**src/rtl/updown_counter_param_pkg.sv**
```systemverilog
`default_nettype none
// ============================================================================
//  Module   : updown_counter_param_pkg
//  Brief    : Shared constants and helpers for the parametrised up/down
//             modulo counter and its prescaler.
//  Revision : 1.0  initial release
// ============================================================================
package updown_counter_param_pkg;

    // Boundary behaviour selected by the SATURATE parameter
    localparam int   MODE_WRAP = 0;
    localparam int   MODE_SAT  = 1;

    // Encoding of the down input
    localparam logic DIR_UP    = 1'b0;
    localparam logic DIR_DOWN  = 1'b1;

    // Legal parameter ranges
    localparam int   MIN_WIDTH    = 1;
    localparam int   MAX_WIDTH    = 32;
    localparam int   MIN_PRESCALE = 1;
    localparam int   MAX_PRESCALE = 65535;

    // Width of the prescaler phase counter; never below one bit so that a
    // degenerate PRESCALE still yields a legal vector declaration.
    function automatic int prescale_cnt_width(input int prescale);
        return (prescale > 1) ? $clog2(prescale) : 1;
    endfunction

endpackage : updown_counter_param_pkg
`default_nettype wire

```
**src/rtl/updown_counter_param_prescaler_tick.sv**
```systemverilog
`default_nettype none
// ============================================================================
//  Module   : updown_counter_param_prescaler_tick
//  Brief    : Prescaler for the up/down counter. Counts enabled cycles and
//             raises tick on the last cycle of each PRESCALE-cycle period.
//             A partial count is kept while en is low; clr restarts the
//             period from zero.
//  Revision : 1.0  initial release
// ============================================================================
module updown_counter_param_prescaler_tick
    import updown_counter_param_pkg::*;
#(
    parameter int PRESCALE = 2
) (
    input  logic clk,
    input  logic rst,
    input  logic en,
    input  logic clr,
    output logic tick
);

    localparam int                 c_cnt_w = prescale_cnt_width(PRESCALE);
    localparam logic [c_cnt_w-1:0] c_last  = c_cnt_w'(PRESCALE - 1);
    localparam logic [c_cnt_w-1:0] c_one   = c_cnt_w'(1);

    logic [c_cnt_w-1:0] r_cnt;
    logic               w_at_last;

    assign w_at_last = (r_cnt == c_last);

    // Phase counter: cleared by reset or clr, advances on enabled cycles and
    // rolls back to zero at the end of each period.
    always_ff @(posedge clk) begin
        if (!rst) begin
            r_cnt <= '0;
        end else if (clr) begin
            r_cnt <= '0;
        end else if (en) begin
            r_cnt <= w_at_last ? '0 : (r_cnt + c_one);
        end
    end

    assign tick = en & ~clr & w_at_last;

endmodule : updown_counter_param_prescaler_tick
`default_nettype wire

```
**src/rtl/updown_counter_param.sv**
```systemverilog
`default_nettype none
// ============================================================================
//  Module   : updown_counter_param
//  Brief    : Parametrised up/down modulo counter with wrap/saturate mode,
//             clamped parallel load, enable and an optional prescaler.
//             tc flags the step that crosses (or would cross) the count
//             boundary so stages can be cascaded tc -> en; zero flags q == 0.
//  Revision : 1.0  initial release
// ============================================================================
module updown_counter_param
    import updown_counter_param_pkg::*;
#(
    parameter int     WIDTH    = 4,
    parameter longint MODULUS  = 16,
    parameter int     SATURATE = 0,
    parameter int     PRESCALE = 1
) (
    input  logic             clk,
    input  logic             rst,
    input  logic             en,
    input  logic             down,
    input  logic             load,
    input  logic [WIDTH-1:0] load_val,
    output logic [WIDTH-1:0] q,
    output logic             tc,
    output logic             zero
);

    // ------------------------------------------------------------------
    // Elaboration-time parameter legality
    // ------------------------------------------------------------------
    if ((WIDTH < MIN_WIDTH) || (WIDTH > MAX_WIDTH)) begin : g_bad_width
        $error("updown_counter_param: WIDTH=%0d outside 1..32", WIDTH);
    end

    if ((MODULUS < 2) || (MODULUS > (longint'(1) << WIDTH))) begin : g_bad_modulus
        $error("updown_counter_param: MODULUS=%0d outside 2..2**WIDTH", MODULUS);
    end

    if ((PRESCALE < MIN_PRESCALE) || (PRESCALE > MAX_PRESCALE)) begin : g_bad_prescale
        $error("updown_counter_param: PRESCALE=%0d outside 1..65535", PRESCALE);
    end

    if ((SATURATE != MODE_WRAP) && (SATURATE != MODE_SAT)) begin : g_bad_mode
        $error("updown_counter_param: SATURATE=%0d must be 0 or 1", SATURATE);
    end

    // Highest reachable count; all ones when MODULUS == 2**WIDTH, in which
    // case the load clamp below can never trigger.
    localparam logic [WIDTH-1:0] c_max_val = WIDTH'(MODULUS - 1);
    localparam logic [WIDTH-1:0] c_one     = WIDTH'(1);

    logic [WIDTH-1:0] r_q;
    logic [WIDTH-1:0] w_q_next;
    logic [WIDTH-1:0] w_load_clamped;
    logic             w_count_en;
    logic             w_tick;
    logic             w_step;
    logic             w_at_max;
    logic             w_at_zero;
    logic             w_at_boundary;

    // A load cycle never advances the count or the prescaler.
    assign w_count_en = en & ~load;

    // ------------------------------------------------------------------
    // Step generation: direct when PRESCALE == 1, otherwise via prescaler
    // ------------------------------------------------------------------
    if (PRESCALE > 1) begin : g_prescaler
        updown_counter_param_prescaler_tick #(
            .PRESCALE (PRESCALE)
        ) u_prescaler (
            .clk  (clk),
            .rst  (rst),
            .en   (w_count_en),
            .clr  (load),
            .tick (w_tick)
        );
    end else begin : g_no_prescaler
        assign w_tick = w_count_en;
    end

    assign w_step = w_count_en & w_tick;

    // ------------------------------------------------------------------
    // Boundary detection: the boundary depends on the current direction
    // ------------------------------------------------------------------
    assign w_at_max      = (r_q == c_max_val);
    assign w_at_zero     = (r_q == '0);
    assign w_at_boundary = (down == DIR_UP) ? w_at_max : w_at_zero;

    // Loads above the modulus are pinned to the top count.
    assign w_load_clamped = (load_val > c_max_val) ? c_max_val : load_val;

    // Next-count selection: load beats step; at the boundary either wrap to
    // the opposite end or hold, depending on the mode.
    always_comb begin
        w_q_next = r_q;
        if (load) begin
            w_q_next = w_load_clamped;
        end else if (w_step) begin
            if (w_at_boundary) begin
                if (SATURATE == MODE_WRAP) begin
                    w_q_next = (down == DIR_DOWN) ? c_max_val : '0;
                end
            end else begin
                w_q_next = (down == DIR_DOWN) ? (r_q - c_one) : (r_q + c_one);
            end
        end
    end

    // Count register with synchronous active-low reset.
    always_ff @(posedge clk) begin
        if (!rst) begin
            r_q <= '0;
        end else begin
            r_q <= w_q_next;
        end
    end

    assign q    = r_q;
    assign tc   = w_step & w_at_boundary;
    assign zero = w_at_zero;

endmodule : updown_counter_param
`default_nettype wire

```
**config.mk**
```make
export PLATFORM = sky130hd
export DESIGN_NAME = updown_counter_param
export DESIGN_NICKNAME = d
export VERILOG_FILES = /design/src/rtl/updown_counter_param_pkg.sv /design/src/rtl/updown_counter_param_prescaler_tick.sv /design/src/rtl/updown_counter_param.sv
export SDC_FILE = /design/constraint.sdc
export NUM_CORES = 1
export LEC_CHECK = 0
export BUFFER_PORTS_ARGS = -buffer_cell sky130_fd_sc_hd__buf_2
export CAP_MARGIN = 40
export CORE_AREA = 2 2 39 41
export DETAILED_ROUTE_END_ITERATION = 16
export DIE_AREA = 0 0 41 43
export PLACE_DENSITY = 0.54
export RECOVER_POWER = 100
export SYNTH_ARGS = -nofsm -noshare
export SYNTH_HDL_FRONTEND = slang
export SYNTH_SLANG_ARGS = --single-unit
```
**constraint.sdc**
```tcl
create_clock -name clk -period 2 [get_ports clk]
set_input_delay 0.1 -clock clk [delete_from_list [all_inputs] [get_ports clk]]
set_output_delay 0.1 -clock clk [all_outputs]
set_load 0.01 [all_outputs]
```
==> impl_results.md, run 1 <==
- Number of flip-flops in the largest register: 4
- Slowest cell on crit path: dfxtp_1
- Die H: 43 um
- Crit-path cells: inv_1, fa_1, xnor2_1, nand2_1, a311o_1, a21boi_0
- # hold bufs at CTS: 0
- Row cnt: 14
- GPL Wtd Cong: 0.717
- Routed vias: 387
- Worst Skew: 3.69 ps
- Finished Core Util: 0.344
- Commonest non-fill, non-tap cell in the layout: buf_2
- Boundary Pins: 15
- Core area: 0.00138 mm^2
- Worst-Margin Slew: 325 ps
- Grt total ovfl: 0
- CTS tree: yes
- Final-report max-slew violation count: 0
- Worst min path class: in -> reg
- Gate count of the mapped netlist: 47
- Inserted Diodes: 0
- Slowest cell delay on critical path: 490 ps
- Share of cells above drive strength 1: 0.246
- WP data required: 2160 ps
- Net Count, Synth: 59
- Clock sink count: 4
- RSZ-0062 raised after global routing: false
- Status: finished, final reports clean
- Fillers: 162
- VDD IR-drop max: 0.000247 V
- First-pass GRT wire length: 1.44 mm
- Final WS setup: 176 ps
- Port Buffer Count: 14
- Global-route total usage across every layer: 0.118
- Chip width: 41 um
- Crit path launch type: flop
- 1st-pass router iterations: 3
- Synth-to-layout area growth: 30.9%
- DP Worst Slack: 217 ps
- Vias in the first global route: 346
- Total power: 293 uW
- Post-Route Setup TNS: 0 ps
- Max Root-Sink Buffers: 2
- Initial core utilization: 0.263
- Clk_lat worst skew: 240 ps
- TritonCTS Buffers: 3
- 1st-iter DRT viols: 2
- Post-route ant nets: 0
- Final wirelength: 839 um
- Clk pin slew, worst setup/hold paths: 40 ps
- Worst rel slew slack: 0.781
- Die footprint: 0.00176 mm^2
- Drt wl/cell: 10.4 um
- CP max FO: 7
- Final hold vios: 0
- Fin crit period: 1820 ps
- H-tree levels: 1
- Most frequent cells in the layout: 11 x buf_2, 5 x a21oi_1, 5 x nand2_1, 5 x clkbuf_1
- Crit-path leading delay family: flip-flops
- DR DRC count: 0
- P_leak: 0.209 nW
- Ys Warns: 0
- Yosys cell types: 22
- Worst setup EP type: flop
- Post-CTS Repair Setup Buffers: 0
- Largest net degree at the start of global routing: 10
- PwrDens: 615 mW/mm^2
- Initial antenna violation count: 0
- F_max: 548 MHz
- Fin nets: 79
- Post-cts resize count: 0
- Critical path buffer and inverter count: 1
- Worst endpoint data arrival time: 1980 ps
- Final period utilization: 0.912
- Final setup viols: 0
- Clock root buffer: clkbuf_4
- Vias/cell: 4.78
- Maxcap violations: 0
- Mapped Area: 364 um^2
- WS Path Type: reg -> reg
- HPWL Detailed: 675 um
- Avg Inst Size Synth: 7.75 um^2
- Sequential area share after synthesis: 0.220
- Synth Register Bits: 4
==> power by group <==
part | total (mW) | switching, mW | internal [mW]
Clock | 0.0991 | 0.0321 | 0.0670
Combinational | 0.0978 | 0.0532 | 0.0446
Sequential | 0.0961 | 0.00908 | 0.0870
Total | 0.293 | 0.0943 | 0.199
==> tightest hold or removal path: cells and delay by family <==
| kind | cells | cell delay, ps |
|---|---|---|
| simple gates | 1 | 40 |
| buf+inv | 1 | 100 |
| compound gates | 1 | 60 |
==> per-stage QoR <==
stage	area [um^2]	hold WS, ps	std cells
2_1_floorplan	364	222	47
3_3_place_gp	465	350	78
3_5_place_dp	465	351	78
4_1_cts	488	109	81
5_1_grt	477	132	81
6_report	477	122	81
==> layout make-up <==
type	count	area [um^2]	area share
Clock buffer	3	22.5	0.0472
Inverter	4	15.0	0.0315
Multi-Input combinational cell	38	265	0.556
Sequential cell	4	80.1	0.168
Tap cell	16	20.0	0.0420
Timing Repair Buffer	16	73.8	0.155
==> Yosys cell counts <==
master    count  area (um^2)
a21oi_1       5         25.0
nand2_1       5         18.8
dfxtp_1       4         80.1
inv_1         4         15.0
nor2_1        4         15.0
a21boi_1      2         15.0
a311o_1       2         20.0
and3_1        2         12.5
ha_1          2         25.0
nand2b_1      2         12.5
o21ai_0       2         10.0
o21ai_1       2         10.0
xnor2_1       2         17.5
a31oi_1       1         6.26
and2_1        1         6.26
clkbuf_1      1         3.75
fa_1          1         20.0
nand3_1       1         5.00
nand4_1       1         6.26
nor4_4        1         21.3
o311ai_0      1         8.76
o31a_2        1         10.0
==> worst paths after layout <==
check | from | to | slack, ps | depth (start not counted)
setup / recovery | q[0] | q[2] | 180 | 6
hold / removal | load_val[2] | q[2] | 120 | 3
setup reg to reg | q[0] | q[2] | 180 | 6
hold reg to reg | q[3] | q[3] | 600 | 2
==> cells by family after synthesis <==
kind of cell               Yosys count  share of synthesized area
xor gates and xnor gates             2                     0.0481
AOI/OAI and AO/OA                   16                      0.289
and+or+nand+nor                     17                      0.268
DFF                                  4                      0.220
adders and majority gates            3                      0.124
buffers and inverters                5                     0.0515
==> metal layers <==
metal	GRT usage	vias up	routed length, um
li1	-	207	-
met4	0.0800	0	20
met5	0	-	0
met1	0.173	166	398
met2	0.153	12	359
met3	0.0157	2	60
Note: power is estimated with default switching activity, not from simulation.
==> run 2: changes to the inputs <==
ABC_CLOCK_PERIOD_IN_PS = 2000   (was default)
CAP_MARGIN = default   (was 40)
SETUP_SLACK_MARGIN = 0.4   (was default)
==> impl_results.md, run 2 (synthesis results as in run 1) <==
- Worst setup EP type: flop
- GPL Wtd Cong: 0.787 (+9.6%)
- Routed vias: 396 (+2.3%)
- Fin nets: 78 (-1.3%)
- P_leak: 0.213 nW (+2.1%)
- CTS tree: yes
- TritonCTS Buffers: 3 (unchanged)
- Core area: 0.00138 mm^2 (unchanged)
- Final wirelength: 922 um (+9.9%)
- Vias in the first global route: 348 (+0.58%)
- Total power: 308 uW (+5.3%)
- Fillers: 158 (-2.5%)
- Port Buffer Count: 14 (unchanged)
- Initial core utilization: 0.263 (unchanged)
- H-tree levels: 1 (unchanged)
- # hold bufs at CTS: 0 (unchanged)
- Worst rel slew slack: 0.749 (-0.0324)
- Finished Core Util: 0.350 (+0.00543)
- Fin crit period: 1640 ps (-180 ps)
- WHS Path Cells: 2 (-1)
- First-pass GRT wire length: 1.43 mm (-0.49%)
- Share of cells above drive strength 1: 0.338 (+0.0923)
- HPWL Detailed: 687 um (+1.8%)
- Critical path launch point: q[2]
- Die H: 43 um (unchanged)
- Worst-Margin Slew: 376 ps (+51.1 ps)
- Clk pin slew, worst setup/hold paths: 40 ps (about the same)
- Chip width: 41 um (unchanged)
- Clk_lat worst skew: 240 ps (about the same)
- Status: finished, final reports clean
- DR DRC count: 0 (unchanged)
- Max Root-Sink Buffers: 2 (unchanged)
- Largest net degree at the start of global routing: 10 (unchanged)
- Die footprint: 0.00176 mm^2 (unchanged)
- F_max: 608 MHz (+11%)
- Hold path start: rst
- Crit path launch type: flop
- Final-report max-slew violation count: 0 (unchanged)
- Inserted Diodes: 0 (unchanged)
- Most frequent cells in the layout: 12 x buf_2, 5 x a21oi_1, 5 x nand2_1, 4 x nor2_1, 4 x clkbuf_1
- Worst Skew: 8.48 ps (+4.79 ps)
- Number of flip-flops in the largest register: 4 (unchanged)
- Global-route total usage across every layer: 0.118 (-0.000530)
- Row cnt: 14 (unchanged)
- FF+latch area: 83.8 um^2 (+4.7%)
- VDD IR-drop max: 0.000248 V (+0.20%)
- Final period utilization: 0.822 (-0.0900)
- PwrDens: 637 mW/mm^2 (+3.6%)
- Hold endpoint: q[0]
- 1st-pass router iterations: 3 (unchanged)
- Worst min path class: in -> reg
- Clock root buffer: clkbuf_4
- Clock sink count: 4 (unchanged)
- R2R Setup Slk: 360 ps (+180 ps)
- Commonest non-fill, non-tap cell in the layout: buf_2
- Maxcap violations: 0 (unchanged)
- Worst endpoint data arrival time: 1810 ps (-170 ps)
- 1st-iter DRT viols: 5 (+3)
- WS Path Type: reg -> reg
- Reg2reg path depth: 5 (-1)
- Grt total ovfl: 0 (unchanged)
- Synth-to-layout area growth: 33.0%
- CP max FO: 6 (-1)
- RSZ-0062 raised after global routing: true
- Final hold vios: 0 (unchanged)
- Boundary Pins: 15 (unchanged)
- WP data required: 2170 ps (about the same)
- R2r endpoint: q[3]
- Initial antenna violation count: 0 (unchanged)
- Final setup viols: 0 (unchanged)
- Post-Route Setup TNS: 0 ps (unchanged)
- Vias/cell: 4.89 (+2.3%)
- Drt wl/cell: 11.4 um (+9.9%)
- Post-route ant nets: 0 (unchanged)
- Reg2reg start: q[2]
- Area of the multi-input gates: 268 um^2 (+0.94%)
[run 2: cell count changes in the layout (fill, tap and decap cells not counted)]
cell      previous run  this run
dfxtp_4              0         1
and2_1               0         1
a21boi_1             0         1
buf_2               11        12
and2_0               1         0
inv_1                4         1
fa_2                 0         1
dfxtp_1              4         3
clkbuf_1             5         4
inv_2                0         3
fa_1                 1         0
a21boi_0             2         1
[run 2: critical path, cell delays in order, from the launching register on]
cell	delay (ps)
dfxtp_1	470
ha_1	330
a21oi_1	220
a21oi_1	110
o31a_2	320
a21oi_1	130
[run 2: per-stage QoR]
stage | instances | worst slack (ps) | area, um^2 | hold WS [ps]
after floorplan | 47 | 415 | 369 | 221
after global placement | 76 | 365 | 455 | 351
after detailed placement | 76 | 360 | 455 | 348
after CTS | 81 | 364 | 492 | 115
after global routing | 81 | 198 | 484 | 121
final | 81 | 356 | 484 | 121
[run 2: timing repair]
| item | 4_1_cts | 5_1_grt |
|---|---|---|
| setup endpoints to repair | 3 | 3 |
| pin swaps | 1 | 3 |
| gates resized for setup | 1 | 7 |
| setup buffers | 1 | 0 |
[run 2: how the worst max path moves through the flow]
stage,to,slack [ps],depth (start not counted)
2_1_floorplan,q[2],420,6
3_3_place_gp,q[3],360,5
5_1_grt,tc,200,6
3_5_place_dp,q[3],360,5
4_1_cts,q[3],360,5
6_report,q[3],360,5
[run 2: routing by layer]
layer,track usage,vias to the layer above,share of wire
li1,-,207,-
met4,0.0600,0,0
met3,0.0157,0,0.067
met1,0.166,174,0.46
met2,0.169,15,0.47
met5,0,-,0
[run 2: cell type report]
type,count,share of cell area
clock buffers,4,0.0543
inverters,4,0.0310
multi-input cells,38,0.553
flip-flops and latches,4,0.173
well taps,16,0.0413
repair buffers,15,0.147
[run 2: report_power, final]
part,switching (mW),leakage [nW],internal (mW)
clock,0.0341,0.0150,0.0749
combinational,0.0535,0.164,0.0465
sequential,0.0125,0.0339,0.0869
